`config.mk`:
```
export PLATFORM = sky130hd
export DESIGN_NAME = switch_debounce_leds
export DESIGN_NICKNAME = d
export VERILOG_FILES = /design/src/rtl/sw_led_pkg.sv /design/src/rtl/switch_debounce_leds_debounce_filter.sv /design/src/rtl/switch_debounce_leds.sv
export SDC_FILE = /design/constraint.sdc
export NUM_CORES = 1
export LEC_CHECK = 0
export ABC_AREA = 1
export CAP_MARGIN = 20
export CORE_UTILIZATION = 40
export CTS_CLUSTER_DIAMETER = 150
export CTS_CLUSTER_SIZE = 12
export DETAILED_ROUTE_END_ITERATION = 8
export PLACE_DENSITY = 0.57
export SYNTH_ARGS = -nofsm -noshare
export SYNTH_HDL_FRONTEND = slang
export SYNTH_SLANG_ARGS = --single-unit
```
`constraint.sdc`:
```
create_clock -name i_Clk -period 1.6 [get_ports i_Clk]
set_clock_uncertainty 0.2 [all_clocks]
set_input_delay 0.32 -clock i_Clk [delete_from_list [all_inputs] [get_ports i_Clk]]
set_output_delay 0.32 -clock i_Clk [all_outputs]
set_load 0.01 [all_outputs]
```
`src/rtl/sw_led_pkg.sv`:
```
// ---------------------------------------------------------------------------
// sw_led_pkg
//
// Shared definitions for the switch-to-LED block.
//
// Contents
//   MODE_FOLLOW / MODE_TOGGLE : selectors for the LED drive behaviour
//   clog2_cnt(d)              : width of a hold counter able to count 0..d
// ---------------------------------------------------------------------------
package sw_led_pkg;

  // LED drive behaviour selectors for the top-level MODE parameter
  localparam int MODE_FOLLOW = 0;
  localparam int MODE_TOGGLE = 1;

  // Width of the debounce hold counter. Sized to hold the value d so that
  // d == 1 still yields a legal one-bit counter.
  function automatic int clog2_cnt(input int d);
    return $clog2(d + 1);
  endfunction

endpackage

```
`src/rtl/switch_debounce_leds_debounce_filter.sv`:
```
// ---------------------------------------------------------------------------
// debounce_filter
//
// Single-channel switch conditioner: a two-flop synchroniser followed by a
// hold counter. The filtered level only changes after the synchronised
// input has disagreed with it for DEBOUNCE_CYCLES consecutive clocks.
//
// Parameters
//   DEBOUNCE_CYCLES : consecutive cycles a new level must persist (>= 1)
//
// Ports
//   i_Clk    in  1  system clock
//   i_Rst_L  in  1  synchronous active-low reset
//   i_Raw    in  1  raw asynchronous switch pin
//   o_Stable out 1  debounced level (registered)
// ---------------------------------------------------------------------------
module debounce_filter
  import sw_led_pkg::*;
#(
  parameter int DEBOUNCE_CYCLES = 250000
) (
  input  logic i_Clk,
  input  logic i_Rst_L,
  input  logic i_Raw,
  output logic o_Stable
);

  localparam int CW = clog2_cnt(DEBOUNCE_CYCLES);

  // Terminal count: reaching it while the input still disagrees commits
  // the new level on the same edge, so the level changes after exactly
  // DEBOUNCE_CYCLES disagreeing samples.
  localparam logic [CW-1:0] CNT_LAST = CW'(DEBOUNCE_CYCLES - 1);

  logic          sync_1;
  logic          sync_2;
  logic [CW-1:0] cnt;

  // Synchroniser and hold counter. Any agreement between the synchronised
  // input and the current level clears the count, so short bounces are
  // discarded completely rather than accumulated. The counter is cleared
  // on commit and never passes CNT_LAST, so it cannot wrap.
  always_ff @(posedge i_Clk) begin
    if (!i_Rst_L) begin
      sync_1   <= 1'b0;
      sync_2   <= 1'b0;
      cnt      <= '0;
      o_Stable <= 1'b0;
    end else begin
      sync_1 <= i_Raw;
      sync_2 <= sync_1;
      if (sync_2 == o_Stable) begin
        cnt <= '0;
      end else if (cnt == CNT_LAST) begin
        o_Stable <= sync_2;
        cnt      <= '0;
      end else begin
        cnt <= cnt + CW'(1);
      end
    end
  end

endmodule

```
`src/rtl/switch_debounce_leds.sv`:
```
// ---------------------------------------------------------------------------
// switch_debounce_leds
//
// N-channel switch-to-LED block. Each channel is debounced independently;
// the LED either follows the debounced level (optionally inverted) or
// toggles once per debounced release. A one-cycle pulse is emitted on every
// debounced release (1 -> 0) for downstream logic.
//
// Parameters
//   N_CH            : number of channels (1..16)
//   DEBOUNCE_CYCLES : consecutive cycles a new level must persist (>= 1)
//   MODE            : MODE_FOLLOW (0) or MODE_TOGGLE (1)
//   INVERT          : FOLLOW only, 1 drives the LED with the inverted level
//
// Ports
//   i_Clk      in  1     system clock, single domain
//   i_Rst_L    in  1     synchronous active-low reset
//   i_Switch   in  N_CH  raw switch pins, active-high, asynchronous
//   o_LED      out N_CH  registered LED drive, active-high
//   o_Release  out N_CH  one-cycle pulse per debounced release
// ---------------------------------------------------------------------------
module switch_debounce_leds
  import sw_led_pkg::*;
#(
  parameter int N_CH            = 4,
  parameter int DEBOUNCE_CYCLES = 250000,
  parameter int MODE            = 1,
  parameter int INVERT          = 0
) (
  input  logic            i_Clk,
  input  logic            i_Rst_L,
  input  logic [N_CH-1:0] i_Switch,
  output logic [N_CH-1:0] o_LED,
  output logic [N_CH-1:0] o_Release
);

  // All-ones when FOLLOW output is inverted; unused in TOGGLE mode.
  localparam logic [N_CH-1:0] INV_MASK = (INVERT != 0) ? {N_CH{1'b1}} : {N_CH{1'b0}};

  logic [N_CH-1:0] stable;
  logic [N_CH-1:0] stable_d;
  logic [N_CH-1:0] rel;

  // One independent synchroniser/debouncer per channel.
  for (genvar k = 0; k < N_CH; k++) begin : g_ch
    debounce_filter #(
      .DEBOUNCE_CYCLES(DEBOUNCE_CYCLES)
    ) u_filter (
      .i_Clk   (i_Clk),
      .i_Rst_L (i_Rst_L),
      .i_Raw   (i_Switch[k]),
      .o_Stable(stable[k])
    );
  end

  // Falling edge of the debounced level marks a release. stable_d resets
  // to 0 together with stable, so leaving reset can never look like a
  // release even if a switch was held through it.
  assign rel = stable_d & ~stable;

  // Output registers. In TOGGLE mode the LED flips from the registered
  // release pulse, so the flip lands one cycle after o_Release rises and
  // every pulse produces exactly one flip.
  always_ff @(posedge i_Clk) begin
    if (!i_Rst_L) begin
      stable_d  <= '0;
      o_Release <= '0;
      o_LED     <= '0;
    end else begin
      stable_d  <= stable;
      o_Release <= rel;
      if (MODE == MODE_TOGGLE) begin
        o_LED <= o_LED ^ o_Release;
      end else begin
        o_LED <= stable ^ INV_MASK;
      end
    end
  end

endmodule

```
After elaboration in Yosys (flattened, before gate mapping)
Cells that the tools add are included.
W data, S select, Z words.

storage, ports and cells
  register bits = 96

cells by class
  add/subtract/negate cells = 4
  reduce and logical (&&, ||, !) cells = 8
  eq/ne operators = 8
  bitwise gates (word level) = 8

operators by type and width
  operator                 number
  $add A18 B1 Y18 const B  4
  $eq A18 B18 Y1 const B   4
  $reduce_or A3 Y1         4
  $reduce_and A2 Y1        4
  $not A1 Y1               5
  $and A4 B4 Y4            1
  $eq A1 B1 Y1             4
  $not A4 Y4               1
  $xor A4 B4 Y4            1

Logic depth before layout (Yosys ltp)
Gate-level depths: netlist of run 1.

  word-level depth = 3
  gate-level depth with buffers = 8
  depth with buffers taken out = 8

Hierarchy
From an unflattened synthesis of run 1, not the netlist that was laid out.

second synthesis, totals
  cells, all modules = 649
  area, all modules = 4588.2 um^2

by module, submodules not included
  module                cells an instance  sequential area each (um^2)  instances  area each (um^2)
  debounce_filter       151                420.4                        4          1049.8
  switch_debounce_leds  45                 240.2                        1          389.1

Worst setup path after synthesis of run 1
OpenSTA, ideal clock, no wires.

  kind = register to register
  from = register g_ch[1].u_filter.cnt[0]
  to = register g_ch[1].u_filter.cnt[13]
  path buffers = 1
  stages on the path, launching flop included = 8
  clock period less this slack = 1.560 ns
  arrival time = 1.246 ns
  path slack = 0.040 ns
  setup time = 0.114 ns
  cell sequence = dfxtp_1 > ha_1 > nand3_2 > nor2_2 > nand3_2 > nand2_2 > buf_6 > nor2_1

on the way
  word-level cells in the longest chain between the ends = 2
  elaborated cells between the ends (all ways) = 3
  classes of those cells = 1 x add/sub; 1 x eq/ne; 1 x reduce/logical

RTL lines
  what                                                                     line                                        text
  from (decl)                                                              switch_debounce_leds_debounce_filter.sv:37  logic [CW-1:0] cnt;
  from (signal assigned)                                                   switch_debounce_leds_debounce_filter.sv:58  cnt <= cnt + CW'(1);
  parallel branches: the longest is 2 deep, another holds $add A18 B1 Y18  --

Several ways; the timed one is not identified.
A chain may end at the register's enable or synchronous reset.

Final worst setup path of run 1
  from = register g_ch[0].u_filter.cnt[1]
  to = register g_ch[0].u_filter.cnt[14]

on the way
  word-level cells in the longest chain between the ends = 2
  elaborated cells between the ends (all ways) = 3
  classes of those cells = 1 x add/sub; 1 x eq/ne; 1 x reduce/logical

RTL lines
  what                                                                     line
  from (decl)                                                              switch_debounce_leds_debounce_filter.sv:37
  from (signal assigned)                                                   switch_debounce_leds_debounce_filter.sv:58
  parallel branches: the longest is 2 deep, another holds $add A18 B1 Y18  --

Several ways; the timed one is not identified.

==> flow_summary.yaml, run 1 <==
outcome:
  outcome: "completed"
setup_path:
  r2r_setup_slack_ns: 0.04
  endpoint_kind: "register"
  cp.arrival_ns: 1.66
  worstPathMaxFanout: 4
  crit_cells: 7
  cp_top_family: "simple AND/OR/NAND/NOR gates"
  cp-start-kind: "register"
  path_class: "reg2reg"
  worstPathRequired_ns: 1.70
  critPathMaxStageDelay_ns: 0.36
  critical_path.slowest_cell: "dfxtp_2"
  rr_worst_depth: 7
  rr_startpoint: "g_ch[0].u_filter.cnt[1]"
  rr_endpoint: "g_ch[0].u_filter.cnt[14]"
  critPathBufInv: 1
  worstPathCellList: "ha_4 > nand3_4 > buf_6 > nor2_4 > nand3_2 > or2_0 > a21oi_1"
route:
  first_iter_violations: 160
  routedWlPerCell_um: 11.2
  drt-pass1-iter-count: 4
  vias: 3985
  viasPerCell: 4.63
  drc: 0
  routed_wl_mm: 9.64
  antenna_left: 0
clock_tree:
  clock_path_buffers: 2
  holdBufCountCts: 0
  numCtsBuffers: 9
  path_clk_slew_ns: 0.10
  clockRootBuffer: "clkbuf_8"
  h-tree-depth: 3
  insertion_delay_ns: 0.37
  clkSinkCount: 96
  cts_tree: "done"
worst_hold_path:
  worstHoldStart: "i_Rst_L"
  min_delay_path_depth: 3
  worstHoldEndpoint: "g_ch[0].u_filter.sync_1"
  hp-class: "in2reg"
final_layout:
  ff_latch_area_um2: 1940
  final_nets: 726
  drive_above_1_share_pct: 19.4
  final_cell_mix: "nand2_1, nor2_1, dfxtp_1"
  final_core_util_pct: 51.2
  fillers: 1067
  n_antenna_cell: 0
  syn_to_final_growth_pct: 24.5
  multi_input_area_um2: 2450
  final_common_cell: "nand2_1"
  instances_no_fill: 860
  fin_area_um2: 5560
grt:
  grt_first_pass_wirelength_mm: 15.2
  grt_max_degree: 19
  gr-usage-all-layers_pct: 16.3
  grt_pass1_vias: 3576
  antenna_found_initial: 0
  gr-total-overflow: 0
placement:
  dpl-instance-area_um2: 5020
  place_hpwl_mm: 6.49
  place_congestion: 0.859
  place_inst: 828
  port_buffers: 13
sta:
  finalCritPeriodShare_pct: 97.3
  worst_slew_pin_slew_ns: 0.378
  max_freq_ghz: 0.643
  setup_tns_ns: 0
  post-route-min-period_ns: 1.56
  setup_viol_count_final: 0
  slew_viol_final: 0
  slew_headroom_pct: 74.8
  rsz0062_at_grt: "true"
  hold_viol: 0
synth:
  synth_top_area_share_pct: 43.1
  avgSynthCellArea_um2: 6.97
  yosys_warnings: 0
  syn_area_um2: 4460
  ys_types: 24
  synthCells: 640
  yosys.area.top_type: "dfxtp_1"
  yosysSeqAreaShare_pct: 43.1
  synth_fp_nets: 650
  yosys-top-cells-area: "dfxtp_1, nand2_1, nor2_1, inv_1, xor2_1"
  synth_seq_cells: 96
pwr:
  p_leak_nw: 1.92
  ir_drop_mv: 0.351
  p_per_area_nw_per_um2: 717
  finalPower_mw: 3.98
die:
  initial_core_util_pct: 41.2
  fp.dieH_um: 108
  core-area_um2: 10800
  num_io_pins: 14
  row_count: 38
  die_x_um: 108
  die_area_um2: 11600
job:
  drv_cap: 0
-- cell families (layout without fill, tap and decap cells) --
group,Yosys count,after routing,synth area share (%)
flip-flops,96,96,43.1
AND/OR/NAND/NOR,379,384,35.6
adder cells (fa/ha/maj),4,4,1.12
buffers and inverters,79,154,7.32
XOR/XNOR,38,38,7.46
AO/OA/AOI/OAI,44,44,5.41
-- area by class of cell --
class	count	area share (%)
repair buffers	66	9.57
clock inverters	4	0.518
flip-flops and latches	96	34.9
multi-input cells	470	44.2
well taps	140	3.15
inverters	73	4.93
clock buffers	11	2.73
-- what timing repair did --
action | in CTS | in global routing
buffers inserted | 3 | 9
endpoints found under the setup margin | 61 | 73
gates cloned | 0 | 5
gates resized for setup | 18 | 59
pin swaps | 1 | 10
-- synthesized netlist by cell type (all sizes together) --
library cell,n
nand2,161
nor2,155
dfxtp,96
inv,73
nand3,41
a21oi,29
xor2,28
o21ai,11
xnor2,10
or2,8
nand4,7
nor3,5
buf,4
ha,4
o21bai,4
clkbuf,2
nand3b,2
-- metrics by stage --
stage                     setup slack, ns  hold WS, ns
final                              0.0438        0.117
after global routing              -0.0302        0.131
after CTS                         0.00156        0.211
after detailed placement           -0.364        0.201
after global placement             -0.331        0.193
after floorplan                    0.0398        0.190
-- tightest hold or removal path: stages --
cell and delay, ns:
dlymetal6s2s_1 0.20, nand2_1 0.09, inv_1 0.03
-- worst max path at each step --
stage	from	to	slack [ns]
after floorplan	g_ch[1].u_filter.cnt[0]	g_ch[1].u_filter.cnt[13]	0.04
after global placement	i_Rst_L	g_ch[0].u_filter.cnt[12]	-0.33
after detailed placement	i_Rst_L	g_ch[3].u_filter.cnt[16]	-0.36
after CTS	g_ch[0].u_filter.cnt[0]	g_ch[0].u_filter.cnt[14]	0.002
after global routing	g_ch[0].u_filter.cnt[1]	g_ch[0].u_filter.cnt[14]	-0.03
final	g_ch[0].u_filter.cnt[1]	g_ch[0].u_filter.cnt[14]	0.04
-- power breakdown --
group          switching (mW)  internal, mW  leakage [nW]
combinational          0.0485        0.0394          1.05
clock                   0.842         0.645        0.0878
sequential            0.00652          2.40         0.782
-- sequential cells by signal (all words and copies together), names as in the netlist --
register	count
o_Release	4
g_ch.u_filter.sync_2	4
o_LED	4
g_ch.u_filter.cnt	72
stable_d	4
g_ch.u_filter.o_Stable	4
g_ch.u_filter.sync_1	4
-- layer usage --
metal / wire length (µm) / track usage (%) / share of wire (%)
met2: 4410 / 26.2 / 46
met3: 214 / 2.54 / 2.2
met4: 129 / 6.16 / 1.3
met1: 4880 / 21.9 / 51
met5: 0 / 0 / 0
Note: power is estimated with default switching activity, not from simulation.
==> run 2: changes to the inputs <==
CTS_CLUSTER_SIZE = 24   (was 12)
==> results of run 2 <==
Same layout as run 1: the final DEF is identical, and so are final timing and power.
